--- config.mk ---
export PLATFORM = sky130hd
export DESIGN_NAME = fetch_unit_flat
export DESIGN_NICKNAME = d
export VERILOG_FILES = /design/src/rtl/fetch_unit_if.sv /design/src/rtl/fetch_unit.sv /design/src/flat_wrapper.sv
export SDC_FILE = /design/constraint.sdc
export NUM_CORES = 1
export LEC_CHECK = 0
export ABC_CLOCK_PERIOD_IN_PS = 2700
export BUFFER_PORTS_ARGS = -buffer_cell sky130_fd_sc_hd__buf_4
export CORE_ASPECT_RATIO = 0.75
export CORE_MARGIN = 1
export CORE_UTILIZATION = 49
export CTS_CLUSTER_DIAMETER = 200
export CTS_CLUSTER_SIZE = 16
export DETAILED_ROUTE_END_ITERATION = 10
export PLACE_DENSITY = 0.88
export SYNTH_ARGS = -nofsm -noshare
export SYNTH_HDL_FRONTEND = slang
export SYNTH_SLANG_ARGS = --single-unit
--- constraint.sdc ---
create_clock -name clk -period 2.7 [get_ports clk]
set_clock_uncertainty 0.15 [all_clocks]
set_input_delay 0.405 -clock clk [delete_from_list [all_inputs] [get_ports clk]]
set_output_delay 0.405 -clock clk [all_outputs]
set_load 0.02 [all_outputs]
--- src/rtl/fetch_unit_if.sv ---
// Instruction-memory request/response bus and IF/ID write port of the fetch stage.
interface fetch_unit_if;
  logic        imem_req;
  logic [31:0] imem_addr;
  logic        imem_rvalid;
  logic [31:0] imem_rdata;
  logic [63:0] ifid_data;
  logic        ifid_ce;

  // Fetch-unit side: drives the memory request and the IF/ID write port.
  modport master (
    output imem_req,
    output imem_addr,
    input  imem_rvalid,
    input  imem_rdata,
    output ifid_data,
    output ifid_ce
  );

  // Memory / IF/ID side.
  modport slave (
    input  imem_req,
    input  imem_addr,
    output imem_rvalid,
    output imem_rdata,
    input  ifid_data,
    input  ifid_ce
  );
endinterface

--- src/rtl/fetch_unit.sv ---
// Instruction-fetch stage: owns the PC, keeps one imem request outstanding and
// writes {pc, instr} into IF/ID. A stalled response is parked in hold_q; a
// redirect flushes IF/ID with a NOP and, if a response is still in flight,
// waits in DROP so the stale word is discarded.
//
//   state | meaning
//   ------+-----------------------------------------------------------
//   IDLE  | after reset, no request yet
//   FETCH | request for pc_q outstanding on imem
//   HOLD  | response captured in hold_q, waiting for stall to clear
//   DROP  | redirected while a response is in flight; discard it
module fetch_unit #(
  parameter logic [31:0] RESET_PC  = 32'h0000_0000,
  parameter logic [31:0] NOP_INSTR = 32'h0000_0013
) (
  input  logic         clk,
  input  logic         rst_n,
  input  logic         stall,
  input  logic         redirect_valid,
  input  logic [31:0]  redirect_pc,
  fetch_unit_if.master bus
);

  typedef enum logic [1:0] {
    IDLE  = 2'd0,
    FETCH = 2'd1,
    HOLD  = 2'd2,
    DROP  = 2'd3
  } state_t;

  state_t      state_q, state_d;
  logic [31:0] pc_q, pc_d;
  logic [31:0] hold_q, hold_d;
  logic [31:0] redirect_pc_aligned;
  logic [31:0] pc_inc;

  assign redirect_pc_aligned = {redirect_pc[31:2], 2'b00};
  assign pc_inc              = pc_q + 32'd4;  // wraps modulo 2^32

  // State, PC and held-instruction registers with synchronous reset.
  always_ff @(posedge clk) begin
    if (!rst_n) begin
      state_q <= IDLE;
      pc_q    <= RESET_PC;
      hold_q  <= NOP_INSTR;
    end else begin
      state_q <= state_d;
      pc_q    <= pc_d;
      hold_q  <= hold_d;
    end
  end

  // Next state, next PC and held-instruction capture; redirect beats stall.
  always_comb begin
    state_d = state_q;
    pc_d    = pc_q;
    hold_d  = hold_q;
    unique case (state_q)
      IDLE: state_d = FETCH;
      FETCH: begin
        if (redirect_valid) begin
          pc_d    = redirect_pc_aligned;
          state_d = bus.imem_rvalid ? FETCH : DROP;
        end else if (bus.imem_rvalid && !stall) begin
          pc_d = pc_inc;
        end else if (bus.imem_rvalid && stall) begin
          hold_d  = bus.imem_rdata;
          state_d = HOLD;
        end
      end
      HOLD: begin
        if (redirect_valid) begin
          pc_d    = redirect_pc_aligned;
          state_d = FETCH;
        end else if (!stall) begin
          pc_d    = pc_inc;
          state_d = FETCH;
        end
      end
      DROP: begin
        if (redirect_valid) pc_d = redirect_pc_aligned;
        if (bus.imem_rvalid) state_d = FETCH;
      end
      default: state_d = IDLE;
    endcase
  end

  // Memory request and IF/ID write port; quiet while reset is asserted.
  always_comb begin
    bus.imem_req  = 1'b0;
    bus.imem_addr = pc_q;
    bus.ifid_ce   = 1'b0;
    bus.ifid_data = {pc_q, NOP_INSTR};
    if (rst_n) begin
      unique case (state_q)
        IDLE: ;
        FETCH: begin
          bus.imem_req = 1'b1;
          if (redirect_valid) begin
            bus.ifid_ce = 1'b1;
          end else if (bus.imem_rvalid && !stall) begin
            bus.ifid_ce   = 1'b1;
            bus.ifid_data = {pc_q, bus.imem_rdata};
          end
        end
        HOLD: begin
          if (redirect_valid) begin
            bus.ifid_ce = 1'b1;
          end else if (!stall) begin
            bus.ifid_ce   = 1'b1;
            bus.ifid_data = {pc_q, hold_q};
          end
        end
        DROP: begin
          if (redirect_valid) bus.ifid_ce = 1'b1;
        end
        default: ;
      endcase
    end
  end

endmodule

--- src/flat_wrapper.sv ---
// flat-port wrapper written by rule: the top's interface ports become plain ports
module fetch_unit_flat 
#(
  parameter logic [31:0] RESET_PC  = 32'h0000_0000,
  parameter logic [31:0] NOP_INSTR = 32'h0000_0013
)
  (clk, rst_n, stall, redirect_valid, redirect_pc, bus_imem_req, bus_imem_addr, bus_imem_rvalid, bus_imem_rdata, bus_ifid_data, bus_ifid_ce);
  fetch_unit_if bus_i ();
  input  logic clk;
  input  logic rst_n;
  input  logic stall;
  input  logic redirect_valid;
  input  logic [31:0] redirect_pc;
  output wire logic [$bits(bus_i.imem_req)-1:0] bus_imem_req;
  output wire logic [$bits(bus_i.imem_addr)-1:0] bus_imem_addr;
  input wire logic [$bits(bus_i.imem_rvalid)-1:0] bus_imem_rvalid;
  input wire logic [$bits(bus_i.imem_rdata)-1:0] bus_imem_rdata;
  output wire logic [$bits(bus_i.ifid_data)-1:0] bus_ifid_data;
  output wire logic [$bits(bus_i.ifid_ce)-1:0] bus_ifid_ce;
  assign bus_imem_req = bus_i.imem_req;
  assign bus_imem_addr = bus_i.imem_addr;
  assign bus_i.imem_rvalid = bus_imem_rvalid;
  assign bus_i.imem_rdata = bus_imem_rdata;
  assign bus_ifid_data = bus_i.ifid_data;
  assign bus_ifid_ce = bus_i.ifid_ce;
  fetch_unit #(.RESET_PC(RESET_PC), .NOP_INSTR(NOP_INSTR)) u_core (.clk(clk), .rst_n(rst_n), .stall(stall), .redirect_valid(redirect_valid), .redirect_pc(redirect_pc), .bus(bus_i));
endmodule
Word level (Yosys, flattened, before mapping)
Cells that the tools add are included.
{"block": "totals", "register_bits": 66, "latch_bits": 0, "ramBits": 0, "mem_bits_ro": 0, "inputBits": 69, "out_inout_bits": 98, "elab_cells": 52, "mem_count": 0}
{"block": "op_classes", "add_sub_neg": 1, "multipliers": 0, "n_div": 0, "magnitude_cmp": 0, "eq_ne": 9, "n_shift": 0, "n_mux": 29, "bitwise_logic": 2, "n_reduce_logical": 8}
{"operator": "32-bit 2-to-1 mux", "n": 10}
{"operator": "32-bit one-hot mux with 3 select lines", "n": 1}
{"operator": "32-bit one-hot mux with 2 select lines", "n": 1}
{"operator": "32-bit by 3-bit adder with 32-bit output, second input constant", "n": 1}
{"operator": "2-bit 2-to-1 mux", "n": 7}
{"operator": "4-bit AND reduction", "n": 3}
{"operator": "1-bit 2-to-1 mux", "n": 8}
{"operator": "2-bit one-hot mux with 4 select lines", "n": 1}
{"operator": "3-bit by 2-bit inequality test with 1-bit output, second input constant", "n": 2}
{"operator": "3-bit inequality test, second input constant", "n": 2}
{"operator": "2-bit == test, second input constant", "n": 2}
{"operator": "2-bit inequality test, second input constant", "n": 2}
{"operator": "1-bit one-hot mux with 3 select lines", "n": 1}
{"operator": "3-bit nonzero test", "n": 1}
{"operator": "2-bit by 1-bit == test with 1-bit output, second input constant", "n": 1}
{"operator": "1-bit logical AND", "n": 2}
{"operator": "2-bit zero test", "n": 1}
{"operator": "1-bit NOT", "n": 2}
{"operator": "1-bit zero test", "n": 1}

Depth between registers and ports, before layout
{"block": "logic_depth", "depth_word": 6, "ltp_mapped": 9, "mapped_depth_nobuf": 7}

Worst setup path after synthesis
No wires, ideal clock.
{"block": "synth_timing", "path_type": "reg2out", "from": "reg u_core.state_q[1]", "to": "out bus_ifid_data[21]", "arrival_time_ns": 1.950, "t_required_ns": 2.145, "path_slack_ns": 0.195, "path_stages_with_launch": 10, "n_path_buf": 3, "path_cell_list": "dfxtp_1 > inv_1 > ha_1 > clkbuf_1 > nand2_1 > nor2_1 > clkbuf_1 > buf_1 > a22oi_1 > nor2_1"}
{"block": "synth_via", "elab_chain_cells": 3, "word_cells_on_any_way": 4, "cone_classes": "2 x eq/ne; 2 x mux"}
{"item": "from (decl)", "line": "fetch_unit.sv:31", "rtl": "state_t state_q, state_d;"}
{"item": "from (signal assigned)", "line": "fetch_unit.sv:47", "rtl": "state_q <= state_d;"}
{"item": "2-bit == test / 2-bit by 1-bit == test with 1-bit output (equally long branches)", "line": "fetch_unit.sv:95", "rtl": "unique case (state_q)"}
{"item": "32-bit one-hot mux with 2 select lines *", "line": "fetch_unit.sv:95"}
{"item": "32-bit 2-to-1 mux *", "line": "fetch_unit.sv:94", "rtl": "if (rst_n) begin"}
{"item": "to (decl)", "line": "flat_wrapper.sv:18", "rtl": "output wire logic [$bits(bus_i.ifid_data)-1:0] bus_ifid_data;"}
Mark *: on every way between the ends. The rest lies on a longest branch, timed or not.

Worst setup path in the final report
{"block": "layout_timing", "from": "reg u_core.state_q[1]", "to": "out bus_ifid_data[14]"}
Same word-level chain as after synthesis.

==> results.txt <==
Synth top area share: 0.322
final net count: 749
IO Port Bufs: 160
register area: 1280 um^2
Hold Path Class: in -> reg
critical path class: reg -> out
sw power: 0.000909 W
Final Worst Setup Slack: 202 ps
internal power: 0.00185 W
sequential area share after synthesis: 0.322
initial antenna violation count: 0
internal reg-to-reg setup slack: 360 ps
EDFF count, synth: 0
Setup crit end kind: output pin
htree depth: 3
Cell Rows: 28
Core Region: 7880 um^2
area grow syn2layout: 32.7%
Critical Path Max Stage Delay: 390 ps
layout cell share with drive strength beyond 1: 0.301
combinational group share of total power: 0.265
outcome: finished, final reports clean
multi-input logic area: 2270 um^2
total of max-cap violations: 0
Worst-Skew Late Latency: 340 ps
vias: 4,689
max-slew violations: 0
Clock Power Share: 0.338
final hold vios: 0
clock tree sinks: 64
Final setup viols: 0
Post-DRT Antenna Nets: 0
Hold Crit Depth: 3
Slew headroom: 0.558
TritonCTS buffer count: 9
hold_buf cts: 0
Cell Chain, Critical Path: inv_1 -> ha_1 -> nand2_1 -> nor2_4 -> a22oi_1 -> nor2_1 -> buf_4
Die Ht: 80.1 um
largest net degree at the start of global routing: 33
fmax: 400 MHz
first-pass GRT wire length: 20,100 um
clock buffer depth: 2
worst reg2reg path endpoint: u_core.bus.imem_addr[26]
Die Footprint: 8500 um^2
Hold Crit Start: bus_imem_rdata[4]
Area after DPL: 5020 um^2
HPWL Detailed: 8810 um
Final Power: 0.00276 W
DR iter-0 viols: 277
length in cells of the worst reg-to-reg path: 5
Final GP Congestion: 0.922
Critical Path RT: 2140 ps
Yosys reg bits: 64
final period utilization: 0.925
Final Util: 0.670
Netlist cell types: 59
WHS Endpoint: u_core.hold_q[4]
wire per inst: 16.2 um
CTS tree: done
Finished Cell Area: 5290 um^2
Yosys Warn Count: 0
CTS root buffer: clkbuf_8
GR Overflow Total: 0
Sw Ratio: 0.329
synthesized area: 3980 um^2
RSZ-0062 raised after global routing: no
vias in the first global route: 4,221
wirelength, routed: 12,700 um
CP Launch Type: register
fin crit period: 2500 ps
pre-CTS WS: -60.7 ps
Sequential Power Share: 0.397
placed insts: 767
asr flop ratio synth: 0
die width: 106 um
# fillers: 647
most instantiated cells after synthesis: nand2_1, dfxtp_1, nor2_1
slowest cell on the critical path: nor2_4
Initial Utilization: 0.505
io pins: 167
Clk pin slew, worst setup/hold paths: 70 ps
ys flop type: dfxtp_1
Power Dens Cells: 523 nW/um^2
Layout Cells excl Fill: 785
launch point of the worst reg-to-reg path: u_core.bus.imem_addr[12]
Cells after Synth: 556
synth top area cells: dfxtp_1, nand2_1, a22oi_1, buf_4, a21oi_1
drt via density: 5.97
GRT Util Overall: 0.291
maximum vdd drop: 0.320 mV
most frequent cell after synthesis: nand2_1
Data arrival, critical path: 1940 ps
Leak Pwr: 2.11 nW
Antenna diodes: 0
first drt pass iteration count: 5
Avg Cell Area, Syn: 7.17 um^2
crit path max fanout: 14
post-synth top area cell: dfxtp_1
drt drc: 0
Slew @ Worst Pin: 662 ps
-- cell usage in the layout, fill, tap and decap left out, drive strengths merged, types with 6 or more instances in the layout --
cell	Yosys	final
buf	41	176
nand2	110	110
dfxtp	64	64
nor2	54	55
a21oi	46	46
a22oi	35	35
o21ai	26	26
nand3	22	22
nand4	11	11
clkbuf	31	11
inv	10	10
nor3	8	8
o22ai	8	8
nor4	8	8
and3	8	8
a211oi	6	6
-- per-stage QoR --
stage | setup TNS [ps] | hold WS (ps)
after floorplan | 0 | 285
after global placement | -737 | 292
after detailed placement | -361 | 298
after CTS | 0 | 127
after global routing | 0 | 137
final | 0 | 134
-- worst max path at each step --
stage | from | end | slack, ps | cells past startpoint
4_1_cts | u_core.state_q[1] | bus_ifid_data[19] | 30 | 7
6_report | u_core.state_q[1] | bus_ifid_data[14] | 200 | 7
5_1_grt | u_core.state_q[0] | bus_ifid_data[24] | 60 | 6
3_3_place_gp | stall | bus_ifid_data[6] | -50 | 7
3_5_place_dp | stall | bus_ifid_data[19] | -60 | 7
2_1_floorplan | u_core.state_q[1] | bus_ifid_data[21] | 190 | 9
-- state kept, by name, summed over array words and instances, names as in the netlist --
name and cells:
u_core.state_q 2, u_core.hold_q 32, u_core.bus.imem_addr 30
-- cells by family (layout without fill, tap and decap cells) --
logic type | after synthesis | after routing | share of synthesized area
and+or+nand+nor | 238 | 239 | 0.268
AOI/OAI and AO/OA | 160 | 160 | 0.263
buffers and inverters | 84 | 204 | 0.120
DFF | 64 | 64 | 0.322
adders and majority gates | 5 | 5 | 0.0157
muxes | 4 | 4 | 0.0104
other | 1 | 4 | 0.000941
-- layout make-up --
class | count | share of cell area
Clock buffer | 11 | 0.0268
Multi-Input combinational cell | 412 | 0.430
Inverter | 12 | 0.00852
Timing Repair Buffer | 176 | 0.252
Sequential cell | 64 | 0.242
Tap cell | 105 | 0.0249
Clock inverter | 5 | 0.0152
-- timing repair --
item / in CTS / in global routing
pin swaps: 0 / 1
endpoints found under the setup margin: 29 / 29
endpoints found under the hold margin: 0 / 0
buffers inserted: 0 / 1
gates cloned: 0 / 1
gates resized for setup: 2 / 2
-- metal layers --
| layer | GRT usage | vias to the layer above | wire length, um |
|---|---|---|---|
| met1 | 0.382 | 2197 | 5430 |
| met3 | 0.0739 | 29 | 1180 |
| met5 | 0 | - | 0 |
| li1 | - | 2203 | - |
| met4 | 0.0917 | 0 | 227 |
| met2 | 0.469 | 260 | 5840 |
-- power groups by stage --
| stage | sequential (W) | combinational (W) | clock (W) |
|---|---|---|---|
| after floorplan | 0.00114 | 0.000421 | 0 |
| after global placement | 0.00111 | 0.000702 | 0 |
| after detailed placement | 0.00111 | 0.000717 | 0 |
| after CTS | 0.00109 | 0.000720 | 0.000942 |
| after global routing | 0.00111 | 0.000789 | 0.000992 |
| final | 0.00110 | 0.000733 | 0.000933 |
-- critical path: cells and delay by family (launching register included) --
family                     cells  cell delay [ps]
AOI/OAI and AO/OA              1              150
adders and majority gates      1              170
DFF                            1              340
buffers and inverters          2              240
and+or+nand+nor                3              700
No activity file was read; power rests on OpenSTA's default activity.
